## src/rtl/memory_word_loader_if.sv

```systemverilog
`default_nettype none
// ============================================================================
// Module   : memory_word_loader_if
// Brief    : Control, memory-read and DR-load signals of the byte-serial loader.
// Revision : 1.0
// ============================================================================
interface memory_word_loader_if #(
  parameter int ADDR_W = 16
);
  logic              Start;
  logic [ADDR_W-1:0] BaseAddr;
  logic [1:0]        Size;
  logic              SignExt;
  logic [ADDR_W-1:0] MemAddr;
  logic              MemRead;
  logic [7:0]        MemData;
  logic [31:0]       DROut;
  logic              Busy;
  logic              Done;

  modport slave (
    input  Start, BaseAddr, Size, SignExt, MemData,
    output MemAddr, MemRead, DROut, Busy, Done
  );

  modport master (
    output Start, BaseAddr, Size, SignExt, MemData,
    input  MemAddr, MemRead, DROut, Busy, Done
  );
endinterface
`default_nettype wire

```

## src/rtl/memory_word_loader.sv

```systemverilog
`default_nettype none
// ============================================================================
// Module   : memory_word_loader
// Brief    : Fetches 1, 2 or 4 consecutive memory bytes and assembles them
//            into a sign/zero-extended 32-bit word for the DR path.
// Revision : 1.0
// ============================================================================
module memory_word_loader #(
  parameter int ADDR_W     = 16,
  parameter bit BIG_ENDIAN = 1'b0
) (
  input  logic                 clk,
  input  logic                 rst,
  memory_word_loader_if.slave  bus
);

  typedef enum logic [1:0] {
    IDLE    = 2'd0,
    READ    = 2'd1,
    CAPTURE = 2'd2
  } state_t;

  state_t            state;
  state_t            state_next;
  logic [ADDR_W-1:0] base_addr;
  logic [1:0]        size;
  logic              sign_ext;
  logic [1:0]        index;
  logic [31:0]       assembly;
  logic [ADDR_W-1:0] mem_addr;
  logic              mem_read;
  logic [31:0]       dr_out;
  logic              done;

  logic              accept;
  logic              finish;
  logic [1:0]        last_index;
  logic [1:0]        lane;
  logic [ADDR_W-1:0] addr_next;
  logic [31:0]       assembly_next;
  logic [31:0]       extended;

  always_ff @(posedge clk) begin
    if (!rst) begin
      state <= IDLE;
    end else begin
      state <= state_next;
    end
  end

  always_comb begin
    state_next = state;
    accept     = 1'b0;
    finish     = 1'b0;
    case (state)
      IDLE: begin
        if (bus.Start) begin
          accept     = 1'b1;
          state_next = READ;
        end
      end
      READ: begin
        state_next = CAPTURE;
      end
      CAPTURE: begin
        if (index == last_index) begin
          finish     = 1'b1;
          state_next = IDLE;
        end else begin
          state_next = READ;
        end
      end
      default: begin
        state_next = IDLE;
      end
    endcase
  end

  // Byte lane for the incoming byte; big-endian mirrors it within the loaded size.
  always_comb begin
    last_index    = (size == 2'b00) ? 2'd0 : ((size == 2'b01) ? 2'd1 : 2'd3);
    lane          = BIG_ENDIAN ? (last_index - index) : index;
    assembly_next = assembly;
    assembly_next[{lane, 3'b000} +: 8] = bus.MemData;
    case (size)
      2'b00:   extended = {{24{sign_ext & assembly_next[7]}},  assembly_next[7:0]};
      2'b01:   extended = {{16{sign_ext & assembly_next[15]}}, assembly_next[15:0]};
      default: extended = assembly_next;
    endcase
    addr_next = accept ? bus.BaseAddr
                       : (base_addr + ADDR_W'(index) + ADDR_W'(1));
  end

  always_ff @(posedge clk) begin
    if (!rst) begin
      base_addr <= '0;
      size      <= 2'b00;
      sign_ext  <= 1'b0;
      index     <= 2'd0;
      assembly  <= 32'd0;
      mem_addr  <= '0;
      mem_read  <= 1'b0;
      dr_out    <= 32'd0;
      done      <= 1'b0;
    end else begin
      mem_read <= (state_next == READ);
      done     <= finish;
      if (accept) begin
        base_addr <= bus.BaseAddr;
        size      <= bus.Size;
        sign_ext  <= bus.SignExt;
        index     <= 2'd0;
        assembly  <= 32'd0;
      end
      if (state_next == READ) begin
        mem_addr <= addr_next;
      end
      if (state == CAPTURE) begin
        assembly <= assembly_next;
        if (finish) begin
          dr_out <= extended;
        end else begin
          index <= index + 2'd1;
        end
      end
    end
  end

  assign bus.MemAddr = mem_addr;
  assign bus.MemRead = mem_read;
  assign bus.DROut   = dr_out;
  assign bus.Busy    = (state != IDLE);
  assign bus.Done    = done;

endmodule
`default_nettype wire

```

## src/flat_wrapper.sv

```systemverilog
// flat-port wrapper written by rule: the top's interface ports become plain ports
module memory_word_loader_flat 
#(
  parameter int ADDR_W     = 16,
  parameter bit BIG_ENDIAN = 1'b0
)
  (clk, rst, bus_Start, bus_BaseAddr, bus_Size, bus_SignExt, bus_MemData, bus_MemAddr, bus_MemRead, bus_DROut, bus_Busy, bus_Done);
  memory_word_loader_if #(.ADDR_W(ADDR_W)) bus_i ();
  input  logic clk;
  input  logic rst;
  input wire logic [$bits(bus_i.Start)-1:0] bus_Start;
  input wire logic [$bits(bus_i.BaseAddr)-1:0] bus_BaseAddr;
  input wire logic [$bits(bus_i.Size)-1:0] bus_Size;
  input wire logic [$bits(bus_i.SignExt)-1:0] bus_SignExt;
  input wire logic [$bits(bus_i.MemData)-1:0] bus_MemData;
  output wire logic [$bits(bus_i.MemAddr)-1:0] bus_MemAddr;
  output wire logic [$bits(bus_i.MemRead)-1:0] bus_MemRead;
  output wire logic [$bits(bus_i.DROut)-1:0] bus_DROut;
  output wire logic [$bits(bus_i.Busy)-1:0] bus_Busy;
  output wire logic [$bits(bus_i.Done)-1:0] bus_Done;
  assign bus_i.Start = bus_Start;
  assign bus_i.BaseAddr = bus_BaseAddr;
  assign bus_i.Size = bus_Size;
  assign bus_i.SignExt = bus_SignExt;
  assign bus_i.MemData = bus_MemData;
  assign bus_MemAddr = bus_i.MemAddr;
  assign bus_MemRead = bus_i.MemRead;
  assign bus_DROut = bus_i.DROut;
  assign bus_Busy = bus_i.Busy;
  assign bus_Done = bus_i.Done;
  memory_word_loader #(.ADDR_W(ADDR_W), .BIG_ENDIAN(BIG_ENDIAN)) u_core (.clk(clk), .rst(rst), .bus(bus_i));
endmodule
```

## config.mk

```make
export PLATFORM = sky130hd
export DESIGN_NAME = memory_word_loader_flat
export DESIGN_NICKNAME = d
export VERILOG_FILES = /design/src/rtl/memory_word_loader_if.sv /design/src/rtl/memory_word_loader.sv /design/src/flat_wrapper.sv
export SDC_FILE = /design/constraint.sdc
export NUM_CORES = 1
export LEC_CHECK = 0
export CORE_ASPECT_RATIO = 2
export CORE_MARGIN = 4
export CORE_UTILIZATION = 45
export DETAILED_ROUTE_END_ITERATION = 8
export DONT_BUFFER_PORTS = 1
export GPL_ROUTABILITY_DRIVEN = 0
export MAX_ROUTING_LAYER = met4
export SETUP_SLACK_MARGIN = 0.2
export SLEW_MARGIN = 40
export SYNTH_ARGS = -nofsm -noshare
export SYNTH_HDL_FRONTEND = slang
export SYNTH_SLANG_ARGS = --single-unit
```

## constraint.sdc

```tcl
create_clock -name clk -period 3.14 [get_ports clk]
set_input_delay 0 -clock clk [delete_from_list [all_inputs] [get_ports clk]]
set_output_delay 0 -clock clk [all_outputs]
set_load 0.03 [all_outputs]
```

---- After elaboration in Yosys (flattened, before gate mapping) ----
Cells that the tools add are included.
operators by class
  $add $sub $neg .......................... 4
  equality and inequality tests ........... 5
  shift operators ......................... 2
  multiplexer cells ....................... 17
  bitwise gates (word level) .............. 2
  reductions and logical operators ........ 5
operators with widths
  operator                  count
  $mux W32                  2
  $pmux W32 S2              1
  $bwmux W32                1
  $shift A8 B7 Y32 const A  1
  $shiftx A8 B7 Y32         1
  $add A16 B1 Y16 const B   1
  $add A16 B2 Y16           1
  $mux W16                  1
  $mux W2                   6
  $neg A5 Y7                1
  $eq A2 B1 Y1 const B      3
  $pmux W2 S3               1
  $mux W1                   5
  $logic_not A2 Y1          2
  $reduce_bool A2 Y1        2
  $add A2 B1 Y2 const B     1
  $and A1 B1 Y1             2
  $eq A2 B2 Y1              1
  $eq A2 B2 Y1 const B      1
  $reduce_and A2 Y1         1
word-level totals
  register bits ........................... 105
  input bits .............................. 30
  logic and storage cells ................. 45

---- Depth between registers and ports, before layout ----
  word-level depth ........................ 8
  depth in mapped cells ................... 9
  depth with buffers taken out ............ 8

---- Worst setup path before layout ----
No wires, ideal clock.
  path type ............................... register to register
  start point ............................. reg u_core.index[0]
  end point ............................... reg u_core.mem_addr[10] (netlist: u_core.bus.MemAddr[10])
  library setup time ...................... 122 ps
  data arrival time ....................... 2119 ps
  data required time ...................... 3018 ps
  setup slack ............................. 900 ps
  cell stages (with the launch flop) ...... 10
  path buffers ............................ 1
  path through ............................ dfxtp_1 > buf_2 > inv_1 > ha_1 > fa_1 > and3b_1 > and4_1 > and4_1 > xnor2_1 > a21oi_1
between the ends
  longest elaborated chain between the ends .. 4
  elaborated cells on any way between the ends .. 7
  classes of those cells .................. 2 x add/sub; 2 x eq/ne; 3 x mux
RTL lines
  element                                                  line                       source
  start: declaration                                       memory_word_loader.sv:28   logic [1:0] index;
  start signal: assignment                                 memory_word_loader.sv:123  index <= index + 2'd1;
  branches (longest 4 deep; another with $add A16 B2 Y16)  --
  end signal: assignment                                   memory_word_loader.sv:116  mem_addr <= addr_next;
  end: declaration                                         memory_word_loader.sv:30   logic [ADDR_W-1:0] mem_addr;
Parallel ways; which one is timed is not known.
A chain may end at the register's enable or synchronous reset.

---- Worst setup path after layout ----
  start point ............................. reg u_core.index[0]
  end point ............................... reg u_core.dr_out[20] (netlist: u_core.bus.DROut[20])
between the ends
  longest elaborated chain between the ends .. 5
  elaborated cells on any way between the ends .. 11
  classes of those cells .................. 1 x add/sub; 1 x eq/ne; 2 x shift; 4 x mux; 2 x bitwise; 1 x reduce/logical
RTL lines
  element                                                line                                                source
  $neg A5 Y7                                             memory_word_loader.sv:84                            assembly_next[{lane, 3'b000} +: 8] = bus.MemData;
  $shiftx A8 B7 Y32 or $shift A8 B7 Y32 (tied branches)  memory_word_loader.sv:84
  $bwmux W32                                             memory_word_loader.sv:84
  $and A1 B1 Y1 (on tied branches)                       memory_word_loader.sv:87, memory_word_loader.sv:86
  $pmux W32 S2                                           memory_word_loader.sv:85                            case (size)
  end signal: assignment                                 memory_word_loader.sv:121                           dr_out <= extended;
  end: declaration                                       memory_word_loader.sv:32                            logic [31:0] dr_out;
Several ways; a longest one is shown, not always the timed one.

==> impl_metrics.json <==
{
  "status": "finished, violations left",
  "violations": "hold timing",
  "grt_overflow": 0,
  "synthCells": 566,
  "hold_ws_ps": -5.717,
  "met1_usage_pct": 23.07,
  "grt_pass1_wl_um": 20680,
  "reg2reg_depth": 7,
  "dr_total_vias": 4113,
  "hold_class": "input port to register",
  "drive_above_1_share_pct": 8.793,
  "vias_per_cell": 5.736,
  "clock_latency_ps": 350,
  "critical_path.startpoint_type": "register",
  "clk_pin_slew_worst_paths_ps": 70,
  "drc": 0,
  "cts.sinks": 105,
  "fin_nets": 614,
  "timing.fmax_mhz": 374.5,
  "die_width_um": 80.29,
  "p_leak_uw": 0.001870,
  "start_util_pct": 46.34,
  "pin_count": 81,
  "numPortBuffers": 0,
  "cts-root-buf": "clkbuf_16",
  "r2r_end": "u_core.bus.DROut[20]$_SDFFE_PN0P_",
  "hold_viol": 1,
  "ant_nets": 0,
  "crit_type": "register to register",
  "cellPowerDensity_nw_per_um2": 522.4,
  "grt_pass1_vias": 3958,
  "area_growth_pct": 13.73,
  "die_h_um": 152.6,
  "core_area_um2": 10150,
  "first_pass_iters": 4,
  "holdCritStartpoint": "bus_MemData[3]",
  "cts_resized": 0,
  "placementRows": 52,
  "crit_required_ps": 3340,
  "holdPathEnd": "u_core.bus.DROut[3]$_SDFFE_PN0P_",
  "slew_headroom_pct": 55.51,
  "grtUsageTotal_pct": 22.30,
  "setup_viol": 0,
  "synth_area_um2": 4703,
  "worstReg2RegStart": "u_core.index[0]$_SDFF_PN0_",
  "fin_tns_setup_ps": 0,
  "die-area_um2": 12250,
  "holdPathStages": 2,
  "wl_per_cell_um": 18.04,
  "cap_violations": 0,
  "fin_skew_ps": 8.180,
  "ir_worst_vdd_v": 0.0003447,
  "gr-max-usage-layer": "met2",
  "async_reset_ff_share_pct": 0,
  "worst_slew_pin_slew_ps": 666.6,
  "drv_slew": 0,
  "worstPathArrival_ps": 2870,
  "rrSetupSlack_ps": 470,
  "synth_edf_count": 0,
  "synth-seq-cells": 105,
  "end_kind": "register",
  "min_period_over_period_pct": 85.05,
  "fill_cells": 1003,
  "cts_buffers": 9,
  "tritoncts": "done",
  "synth_seq_area_share_pct": 44.69,
  "htree_levels": 3,
  "first_iter_violations": 217,
  "use_met2_pct": 39.08,
  "use_met3_pct": 3.254,
  "rsz0062_at_grt": "no",
  "grt_max_degree": 47,
  "syn_area_per_cell_um2": 8.310,
  "cp_max_fo": 16,
  "yosys_warnings": 0,
  "synthesis.nets": 604,
  "dp.final_hpwl_um": 8762,
  "cts.path.max_buffers": 2,
  "layout_min_cycle_time_ps": 2670,
  "ys_types": 54,
  "ys.flop_type": "dfxtp_1",
  "antenna_found_initial": 2,
  "wl_um": 12930
}
through the flow:
step,instance area (µm²),setup slack [ps],std cells,power [µW],utilization [%]
2_1_floorplan,4703,899.6,566,1698,-
3_3_place_gp,4748,627.4,668,1746,46.78
3_5_place_dp,4748,477.8,668,1752,46.78
4_1_cts,5331,466.0,714,2822,52.53
5_1_grt,5349,247.5,717,2898,52.70
6_report,5349,469.5,717,2794,52.70
state kept, by name, indices dropped and copies added, names as in the netlist:
| name | count |
|---|---|
| u_core.sign_ext | 1 |
| u_core.size | 2 |
| u_core.bus.Done | 1 |
| u_core.assembly | 32 |
| u_core.bus.MemAddr | 16 |
| u_core.base_addr | 16 |
| u_core.index | 2 |
| u_core.bus.MemRead | 1 |
| u_core.state | 2 |
| u_core.bus.DROut | 32 |
Yosys cell counts, types with 2 or more instances:
cell type / count / area (µm²)
nand2_1: 85 / 319.1
ha_1: 7 / 87.58
and2_1: 11 / 68.82
o221ai_1: 5 / 43.79
o221a_2: 8 / 90.09
o32ai_1: 2 / 17.52
a22o_1: 11 / 96.34
nand2b_1: 4 / 25.02
a21oi_1: 67 / 335.3
dfxtp_1: 105 / 2102
nor2b_1: 12 / 75.07
nand3_1: 30 / 150.1
and3_1: 3 / 18.77
o21ai_1: 3 / 15.01
and4_1: 4 / 35.03
o21ai_0: 33 / 165.2
xor2_1: 4 / 35.03
a31oi_1: 9 / 56.30
buf_4: 2 / 15.01
a22oi_1: 8 / 60.06
nor3_1: 6 / 30.03
xnor2_1: 9 / 78.83
buf_1: 4 / 15.01
o22ai_1: 3 / 18.77
inv_1: 13 / 48.80
nor2_1: 51 / 191.4
a211oi_2: 7 / 87.58
buf_2: 4 / 20.02
clkbuf_1: 27 / 101.4
nand4_1: 4 / 25.02
buf_6: 2 / 22.52
what timing repair did:
action                    CTS  global route
hold buffers               31             0
hold endpoints to repair   93             0
buffers inserted            0             0
layout by cell type (no fill, tap or decap), types with 5 or more instances in the layout:
cell	count
dfxtp_1	105
nand2_1	84
a21oi_1	67
nor2_1	51
o21ai_0	33
nand3_1	30
dlygate4sd3_1	30
inv_1	12
nor2b_1	12
a22o_1	11
and2_1	11
xnor2_1	9
a31oi_1	9
clkbuf_16	9
o221a_2	8
a22oi_1	8
a211oi_2	7
ha_1	7
buf_4	7
nor3_1	6
o221ai_1	5
power by group:
group,internal (µW),switching (µW),total (µW)
clock,532,493,1020
sequential,1390,122,1510
combinational,98.2,161,259
worst max path at each step:
stage,startpoint,to,slack [ps],cells after the start
after floorplan,u_core.index[0]$_SDFF_PN0_,u_core.bus.MemAddr[10]$_SDFFE_PN0P_,900,9
after detailed placement,u_core.index[1]$_SDFF_PN0_,u_core.bus.DROut[28]$_SDFFE_PN0P_,480,7
after CTS,u_core.index[1]$_SDFF_PN0_,u_core.bus.DROut[30]$_SDFFE_PN0P_,470,7
after global placement,u_core.index[0]$_SDFF_PN0_,u_core.bus.DROut[30]$_SDFFE_PN0P_,630,7
after global routing,u_core.index[1]$_SDFF_PN0_,u_core.bus.DROut[27]$_SDFFE_PN0P_,250,7
final,u_core.index[0]$_SDFF_PN0_,u_core.bus.DROut[20]$_SDFFE_PN0P_,470,7
logic make-up (layout without fill, tap and decap cells):
logic type	count (synthesis)	in the layout	synth area share, %
adder cells (fa/ha/maj)	8	8	2.288
AO/OA/AOI/OAI	167	167	23.70
XOR/XNOR	14	14	2.767
buffers and inverters	54	68	4.921
other	0	2	0
multiplexers	1	1	0.2128
AND/OR/NAND/NOR	217	217	21.42
flip-flops	105	105	44.69
critical path: stages (launching register included):
cell and delay (ps):
dfxtp_1 550, inv_1 180, ha_1 390, nor2b_1 170, a41oi_1 380, a221oi_1 150, nor2_2 560, a21oi_1 140
layout make-up:
type	instances	area (µm²)	share of cell area [%]
timing repair buffer	39	384.1	7.181
clock inverter	5	33.78	0.6316
sequential	105	2102	39.30
antenna	2	5.005	0.09357
multi-input combinational	407	2372	44.35
inverter	14	53.80	1.006
clock buffer	10	229.0	4.281
tap	135	168.9	3.158
per-layer routing:
metal	up-vias	share of wire [%]
li1	2011	-
met5	-	0
met4	0	3.3
met1	1952	37
met2	123	55
met3	27	5.1
(Power assumes the default switching activity.)
